File: src/rtl/expansion_pkg.sv
// Shared types and sizing helpers for the expansion block and its lane sub-module.
// Lane counts and field widths are derived from N (word width) and M (lane width).
package expansion_pkg;

  typedef enum logic {
    FILL = 1'b0,
    HOLD = 1'b1
  } state_t;

  localparam int DEF_N = 8;
  localparam int DEF_M = 4;

  function automatic int clog2(input int value);
    int r;
    r = 0;
    for (int i = 0; (1 << i) < value; i++) begin
      r = i + 1;
    end
    return r;
  endfunction

  // Reduced field carries W+1 bits, with W = M/2.
  function automatic int field_width(input int m);
    return (m / 2) + 1;
  endfunction

  function automatic int lane_count(input int n, input int m);
    return n / m;
  endfunction

  // Lane index register never collapses to zero bits, even for a single lane.
  function automatic int idx_width(input int n, input int m);
    return (clog2(lane_count(n, m)) < 1) ? 1 : clog2(lane_count(n, m));
  endfunction

endpackage

File: src/rtl/lane_expand.sv
// Zero-extends one reduced (M/2+1)-bit field to a full M-bit lane.
module lane_expand
  import expansion_pkg::*;
#(
  parameter int M  = DEF_M,
  localparam int FW = field_width(M)
) (
  input  logic [FW-1:0] field_i,
  output logic [M-1:0]  lane_o
);

  // FW <= M for every even M >= 2, so the cast only ever pads with zeros.
  assign lane_o = M'(field_i);

endmodule

File: src/rtl/expansion.sv
// Collects L reduced fields (lane 0 first) and presents the reassembled N-bit word.
// Optional EXPANSION_CNT_EN adds a 16-bit wrapping count of delivered words.
module expansion
  import expansion_pkg::*;
#(
  parameter int N = DEF_N,
  parameter int M = DEF_M,
  localparam int FW = field_width(M),
  localparam int L  = lane_count(N, M),
  localparam int IW = idx_width(N, M)
) (
  input  logic          clk,
  input  logic          rst,
  input  logic          in_valid,
  output logic          in_ready,
  input  logic [FW-1:0] in_field,
  output logic          out_valid,
  input  logic          out_ready,
  output logic [N-1:0]  out
`ifdef EXPANSION_CNT_EN
  ,
  output logic [15:0]   word_cnt
`endif
);

  localparam logic [IW-1:0] LAST_IDX = IW'(L - 1);

  state_t                 state_q, state_d;
  logic [IW-1:0]          idx_q, idx_d;
  logic [L-1:0][M-1:0]    lanes_q, lanes_d;
  logic [M-1:0]           lane_wr;
  logic                   accept;

  lane_expand #(.M(M)) u_lane_expand (
    .field_i (in_field),
    .lane_o  (lane_wr)
  );

  assign in_ready  = (state_q == FILL);
  assign out_valid = (state_q == HOLD);
  assign accept    = in_valid && in_ready;
  // Lanes are registers; lane 0 sits in the LSBs.
  assign out       = lanes_q;

  always_comb begin
    state_d = state_q;
    idx_d   = idx_q;
    lanes_d = lanes_q;
    case (state_q)
      FILL: begin
        if (accept) begin
          for (int i = 0; i < L; i++) begin
            if (idx_q == IW'(i)) begin
              lanes_d[i] = lane_wr;
            end
          end
          if (idx_q == LAST_IDX) begin
            idx_d   = '0;
            state_d = HOLD;
          end else begin
            idx_d = idx_q + 1'b1;
          end
        end
      end
      HOLD: begin
        if (out_ready) begin
          state_d = FILL;
        end
      end
      default: state_d = FILL;
    endcase
  end

  always_ff @(posedge clk) begin
    if (rst) begin
      state_q <= FILL;
      idx_q   <= '0;
      lanes_q <= '0;
    end else begin
      state_q <= state_d;
      idx_q   <= idx_d;
      lanes_q <= lanes_d;
    end
  end

`ifdef EXPANSION_CNT_EN
  logic [15:0] word_cnt_q, word_cnt_d;

  always_comb begin
    word_cnt_d = word_cnt_q;
    if (out_valid && out_ready) begin
      word_cnt_d = word_cnt_q + 16'd1;
    end
  end

  always_ff @(posedge clk) begin
    if (rst) begin
      word_cnt_q <= '0;
    end else begin
      word_cnt_q <= word_cnt_d;
    end
  end

  assign word_cnt = word_cnt_q;
`endif

endmodule

File: config.mk
export PLATFORM = sky130hd
export DESIGN_NAME = expansion
export DESIGN_NICKNAME = d
export VERILOG_FILES = /design/src/rtl/expansion_pkg.sv /design/src/rtl/lane_expand.sv /design/src/rtl/expansion.sv
export SDC_FILE = /design/constraint.sdc
export NUM_CORES = 1
export LEC_CHECK = 0
export BUFFER_PORTS_ARGS = -buffer_cell sky130_fd_sc_hd__buf_2
export CAP_MARGIN = 20
export CORE_AREA = 3 3 40 42
export CTS_CLUSTER_DIAMETER = 80
export DETAILED_ROUTE_END_ITERATION = 16
export DIE_AREA = 0 0 43 45
export PLACE_DENSITY_LB_ADDON = 0.2
export SLEW_MARGIN = 15
export SYNTH_ARGS = -nofsm -noshare
export SYNTH_HDL_FRONTEND = slang
export SYNTH_SLANG_ARGS = --single-unit
export TNS_END_PERCENT = 30
File: constraint.sdc
create_clock -name clk -period 1.4 [get_ports clk]
set_input_delay 0.28 -clock clk [delete_from_list [all_inputs] [get_ports clk]]
set_output_delay 0.28 -clock clk [all_outputs]
set_load 0.05 [all_outputs]
* Yosys cells after proc, flatten, opt, wreduce, memory -nomap -nowiden
Index checks and enable logic that the tools add are counted.
Word-level totals: flip-flop bits (word level) 8, bits in latches 0, memory bits (writable) 0, memory bits (read-only) 0, input port bits 7, output and inout port bits 10, memories kept 0
Operators by class: add/subtract/negate cells 1, multiply operators 0, div/mod/pow operators 0, $lt $le $gt $ge 0, eq/ne operators 0, shift operators 0, mux-type cells 5, bitwise gates (word level) 2, reduce and logical (&&, ||, !) cells 4
Operators by type and width (number):
- AND reduction 3 bit | 2
- two-way mux 1 bit | 4
- NOT 1 bit | 2
- case mux 1 bit (2 select lines) | 1
- AND reduction 2 bit | 1
- adder 1 bit, second input constant | 1
- logical AND 1 bit | 1

* Depth between registers and ports, before layout
Gate-level depths: netlist (run 1).
depth in word-level cells 4, gate-level depth with buffers 3, depth with buffers taken out 3

* Modules after synthesis
A second synthesis (run 1) with hierarchy kept.
Second synthesis, totals: cells, all modules 39, area total of the unflattened synthesis 410.4 um^2
Modules (own cells, without submodules):
- expansion | instances 1, cells an instance 34, area an instance 376.6 um^2, seq. area each 200.2 um^2
- lane_expand | instances 1, cells an instance 5, area an instance 33.8 um^2, seq. area each 0.0 um^2

* Worst setup path after synthesis (run 1)
No wires, ideal clock.
path kind register to register, start register state_q (netlist: out_valid), end register idx_q, library setup time 0.057 ns, arrival time 1.448 ns, required time 1.343 ns, setup slack -0.105 ns, cell stages (with the launch flop) 4, buffers on the path 0, clock period less this slack 1.505 ns, path through dfxtp_1 > inv_1 > a21boi_0 > o21ba_2
Between the ends: longest elaborated chain between the ends 3
RTL lines:
- from (decl) | line expansion.sv:28 | state_t state_q, state_d;
- from (signal assigned) | line expansion.sv:80 | state_q <= state_d;
- NOT 1 bit (*)
- net in_ready | line expansion.sv:15 | output logic in_ready,
- logical AND 1 bit | line expansion.sv:41 | assign accept = in_valid && in_ready;
- AND reduction 2 bit (no source line) (*)
- to (signal assigned) | line expansion.sv:81 | idx_q <= idx_d;
- to (decl) | line expansion.sv:29 | logic [IW-1:0] idx_q, idx_d;
The timed path passes the listed nets; every way through them passes the cells marked *. A chain may end at the register's enable or synchronous reset.

* Final worst setup path (run 1)
start register state_q (netlist: out_valid), end output port in_ready
Between the ends: longest elaborated chain between the ends 1
RTL lines (line):
- NOT 1 bit
- to (decl) | expansion.sv:15
No other way between the ends.

==> out/metrics.cfg, run 1 <==
[sta]
fin_crit_ns = 1.174
fmax_mhz = 851.9
setup_ws_ns = 0.2261
finalHoldViolCount = 0
finalSetupViolations = 0
rsz0062_at_grt = no
slew_viol_final = 0
timing.setup.tns_ns = 0
clock_skew_ns = 0.002376
hold_ws_ns = 0.2898
post-route-period-util_pct = 83.85

[cts]
cts.repair.resized = 0
ctsRootBufferMaster = clkbuf_4
post_cts_buffers = 0
htreeDepth = 1
cts_made_buffers = 3
hold_buffers = 0
cts_tree = done
clock_sinks = 8
clkSlewWorstSetupHoldPaths_ns = 0.05
insertion_delay_ns = 0.24
cts_buffer_depth = 2

[hold_path]
hp-class = in2reg

[global_route]
antenna_found_initial = 0
busiest_layer = met1
grt_util_met1_pct = 8.252
grt_pass1_vias = 207
grt_overflow_total = 0
grt_start_max_net_pins = 9
grt_pass1_wl_um = 841
track_usage_pct = 5.927
grt_use_met2_pct = 6.886
use_met3_pct = 3.187

[synth]
synth_edf_count = 0
synth_cells = 31
synth-compound-area-share_pct = 6.923
synth.most_common_cell = dfxtp_1
synth-simple-area-share_pct = 17.31
synthTopCellsByCount = 8 x dfxtp_1, 6 x mux2i_1, 6 x nor2_1
netlist_area_um2 = 325.3
synth_top_family_by_area = multiplexers
synth.area.top_cells = dfxtp_1 49%, mux2i_1 18%, nor2_1 6.9%
synth-warning-count = 0
synthAdderAreaFrac_pct = 0
yosysSeqAreaShare_pct = 49.23
synth_top_area_share_pct = 49.23
synth_cell_types = 13
async_flop_share_pct = 0
synthXorXnorAreaFrac_pct = 0
synthFlopType = dfxtp_1
synth_mux_area_share_pct = 18.46
syn_avg_cell_area_um2 = 10.49
yosys.area.top_type = dfxtp_1
synth-seq-cells = 8

[worst_setup_path]
worst_ep_arrival_time_ns = 0.89
slowest_stage = dfxtp_2
setup.worst_path.end_class = primary output
crit_family = flip-flops
critical_path_required_ns = 1.12
worst_setup_path_start_kind = register
crit_buf_inv = 2
cp_max_fo = 5
slowest_delay_ns = 0.34
criticalPathCategory = reg2out
path_cells = inv_1, buf_2

[route]
vias_per_cell = 3.885
drt_wl_total_um = 575
drtIter0Drc = 2
wl_per_cell_um = 9.426
drt_pass1_iterations = 2
drc_errors = 0
antenna_left = 0
vias = 237

[die]
num_rows = 13
die_w_um = 43
die_h_um = 45
dieArea_um2 = 1935
start_util_pct = 25.32
io_pins = 17
core-area_um2 = 1285

[final_layout]
nNetsFinal = 55
final_layout_size_suffix_gt1_share_pct = 43.48
n_antenna_cell = 0
synthToLayoutAreaGrowth_pct = 30.00

[placement]
io_buffer_count = 14
hpwl_um = 438.6
place_ws_ns = 0.3214
routabilityCongestion = 0.5775

[pwr]
power.density_nw_per_um2 = 1251
peakVddDrop_mv = 0.5185
power.leakage_uw = 0.0002174

[job]
cap_violations = 0

[status]
outcome = completed

[path summary, 6_finish.rpt]
check        cells past startpoint         from  endpoint  slack, ns
min reg2reg                      2       out[0]    out[0]       0.49
min                              3  in_field[2]    out[2]       0.29
max reg2reg                      3        idx_q    out[1]       0.37
max                              2    out_valid  in_ready       0.23
[worst reg2reg max path: cells and delay by family, from the launching register on]
family / cells / cell delay (ns)
mux: 1 / 0.22
flops: 1 / 0.33
simple gates: 2 / 0.36
[where the power goes]
group,total (uW),internal (uW),switching [uW]
sequential,250,242,8.71
clock,165,97.4,68.0
combinational,113,34.8,78.5
[layer usage]
layer | wire length, um | share of wire (%)
met2 | 186 | 32
met1 | 305 | 53
met4 | 0 | 0
met3 | 83 | 14
met5 | 0 | 0
[state kept, by name (all words and copies together) (netlist names)]
name,count
out_valid,1
idx_q,1
out,6
[logic make-up after synthesis]
logic type,count (synthesis)
other,1
buffers and inverters,4
and+or+nand+nor,9
AOI/OAI and AO/OA,3
DFF,8
muxes,6
[layout by cell type, fill, tap and decap left out]
cell type,count
nor3b_4,1
conb_1,2
or2b_1,1
dfxtp_2,1
mux2i_1,6
nor2_1,6
inv_1,1
o21ba_2,1
nand3b_1,1
dfxtp_1,7
buf_2,14
a21oi_1,1
clkbuf_4,3
a21boi_0,1
[stage by stage]
| step | total power [uW] | instances | cell area [um^2] | utilization, % |
|---|---|---|---|---|
| 6_report | 529.1 | 61 | 422.9 | 32.91 |
| 5_1_grt | 559.6 | 61 | 422.9 | 32.91 |
| 4_1_cts | 537.5 | 61 | 422.9 | 32.91 |
| 3_5_place_dp | 369.1 | 58 | 400.4 | 31.16 |
| 3_3_place_gp | 369.8 | 58 | 400.4 | 31.16 |
| 2_1_floorplan | 347.4 | 32 | 330.3 | - |
[cell type report]
class / count / area, um^2
tap: 15 / 18.77
fill: 135 / 862.1
timing repair buffer: 14 / 70.07
sequential: 8 / 161.4
multi-input combinational: 20 / 146.4
inverter: 1 / 3.754
clock buffer: 3 / 22.52
Power figures use the tool's default switching activity.
==> run 2: changes to the inputs <==
ABC_AREA = 1   (was not set)
clock period = 1 ns   (was 1.4 ns; I/O delays follow)
==> run 2 against run 1 <==
  * The flow now finishes with violations (setup timing)
  * Non-clock buffer count stayed put
  * Worst setup slack got worse by 0.25 ns
  * Power rose by 62%
  * Hold slack lost 0.19 ns
  * Critical path depth stayed put
  * Routed wire length grew 15%
  * First-iteration DRC count decreased by 50%
==> out/metrics.cfg, run 2 <==
[status]
outcome = finished with violations
violations = setup timing

[sta]
finalSetupViolations = 1
post-route-period-util_pct = 102.2
clock_skew_ns = 0.005655
setup_ws_ns = -0.02164
fmax_mhz = 978.8
slew_viol_final = 0
fin_crit_ns = 1.022
rsz0062_at_grt = yes
finalHoldViolCount = 0

[worst_setup_path]
path_cells = inv_4, buf_8
worst_setup_path_start_kind = register
slowest_delay_ns = 0.35
critical_path_required_ns = 0.80
slowest_stage = dfxtp_4
setup.worst_path.end_class = primary output
crit_family = flip-flops
worst_ep_arrival_time_ns = 0.82
cp_max_fo = 5
crit_buf_inv = 2
criticalPathCategory = reg2out

[cts]
cts_made_buffers = 3
post_cts_buffers = 0
hold_buffers = 0
cts_buffer_depth = 2
clkSlewWorstSetupHoldPaths_ns = 0.06
insertion_delay_ns = 0.25
htreeDepth = 1
cts_tree = done
ctsRootBufferMaster = clkbuf_4
clock_sinks = 8

[final_layout]
largest_reg_flops = 6
design_area_um2 = 495.5
synthToLayoutAreaGrowth_pct = 42.96
stdcell_count = 83
n_fill_cell = 141
mostFrequentLayoutCells = 13 x nor2_1, 13 x nand2_1, 7 x dfxtp_1
n_antenna_cell = 0
final_layout_size_suffix_gt1_share_pct = 32.35
nNetsFinal = 76

[route]
vias = 316
drc_errors = 0
wl_per_cell_um = 7.988
antenna_left = 0
drtIter0Drc = 1
drt_wl_total_um = 663
vias_per_cell = 3.807
drt_pass1_iterations = 2

[die]
io_pins = 17
die_w_um = 43
num_rows = 13
start_util_pct = 26.97
core-area_um2 = 1285
die_h_um = 45
dieArea_um2 = 1935

[placement]
postPlaceCellArea_um2 = 430.4
dpl.cell_count = 79
routabilityCongestion = 0.6550
hpwl_um = 498.3
io_buffer_count = 14

[pwr]
p_seq_share_pct = 41.9
clockPowerShare_pct = 31.3
power.density_nw_per_um2 = 1732
p_sw_uw = 289.7
intPower_uw = 568.3
peakVddDrop_mv = 0.6737
power.leakage_uw = 0.0002656
switching_share_pct = 33.77
comb_power_share_pct = 26.8

[global_route]
antenna_found_initial = 0
grt_pass1_wl_mm = 1.097
grt_start_max_net_pins = 9
grt_pass1_vias = 266
grt_overflow_total = 0
track_usage_pct = 7.763

[job]
cap_violations = 0

[synth]
synth-seq-cells = 8
synth_edf_count = 0
yosys.area.top_type = dfxtp_1
synth.area.top_cells = dfxtp_1 46%, nand2_1 14%, nor2_1 14%
netlist_area_um2 = 346.6
synth_cell_types = 11
synthTopCellsByCount = 13 x nand2_1, 13 x nor2_1, 8 x dfxtp_1
synth_top_area_share_pct = 46.21
synth_cells = 51
synthFlopType = dfxtp_1
syn_avg_cell_area_um2 = 6.796
async_flop_share_pct = 0
synth-warning-count = 0
yosysSeqAreaShare_pct = 46.21

[hold_path]
hp-class = in2reg

[run 2: path summary, 6_finish.rpt]
kind	startpoint	to	slack [ns]	cells after the start
hold / removal	rst	out_valid	0.10	2
setup / recovery	out_valid	in_ready	-0.02	2
setup reg to reg	out_valid	out[4]	0.15	4
hold reg to reg	out[5]	out[5]	0.51	4
[run 2: area by class of cell]
cell class / instances / area, um^2 / area share [%]
sequential: 8 / 163.9 / 33.08
multi-input combinational: 33 / 141.4 / 28.54
timing repair buffer: 14 / 108.9 / 21.97
inverter: 9 / 36.28 / 7.323
clock buffer: 4 / 26.28 / 5.303
tap: 15 / 18.77 / 3.788
[run 2: stage by stage]
stage / worst slack, ns / setup TNS (ns) / hold slack [ns] / util [%] / power [uW]
2_1_floorplan: 0.02428 / 0 / 0.2594 / - / 530.9
3_3_place_gp: 0.1534 / 0 / 0.3652 / 33.50 / 571.5
3_5_place_dp: 0.1469 / 0 / 0.3691 / 33.50 / 572.9
4_1_cts: -0.03385 / -0.04549 / 0.09797 / 37.68 / 861.1
5_1_grt: -0.05523 / -0.08817 / 0.1148 / 38.56 / 907.8
6_report: -0.02164 / -0.02164 / 0.1038 / 38.56 / 858.0
[run 2: cell families after synthesis]
group,count (synthesis),share of synthesized area [%]
AND/OR/NAND/NOR,29,35.74
AO/OA/AOI/OAI,2,2.888
buffers and inverters,11,14.08
flip-flops,8,46.21
other,1,1.082
[run 2: routing by layer]
metal / track usage (%) / vias to the layer above / part of all wire [%]
met3: 3.187 / 2 / 8.6
met2: 10.78 / 9 / 43
met4: 7.229 / 0 / 1.8
met5: 0 / - / 0
met1: 8.981 / 126 / 46
li1: - / 179 / -
[run 2: worst register-to-register path, delay by kind of cell, from the launching register on]
kind                   cells  cell delay, ns
DFF                        1            0.35
and+or+nand+nor            3            0.32
buffers and inverters      1            0.08
[run 2: what timing repair did]
action,4_1_cts,5_1_grt
gates cloned,0,0
setup endpoints to repair,8,5
resized for setup,10,3
[run 2: power by group through the flow]
stage,sequential [uW],combinational (uW),clock [uW]
2_1_floorplan,440,90.4,0
3_3_place_gp,363,209,0
3_5_place_dp,364,209,0
4_1_cts,358,227,276
5_1_grt,363,250,295
6_report,359,230,269
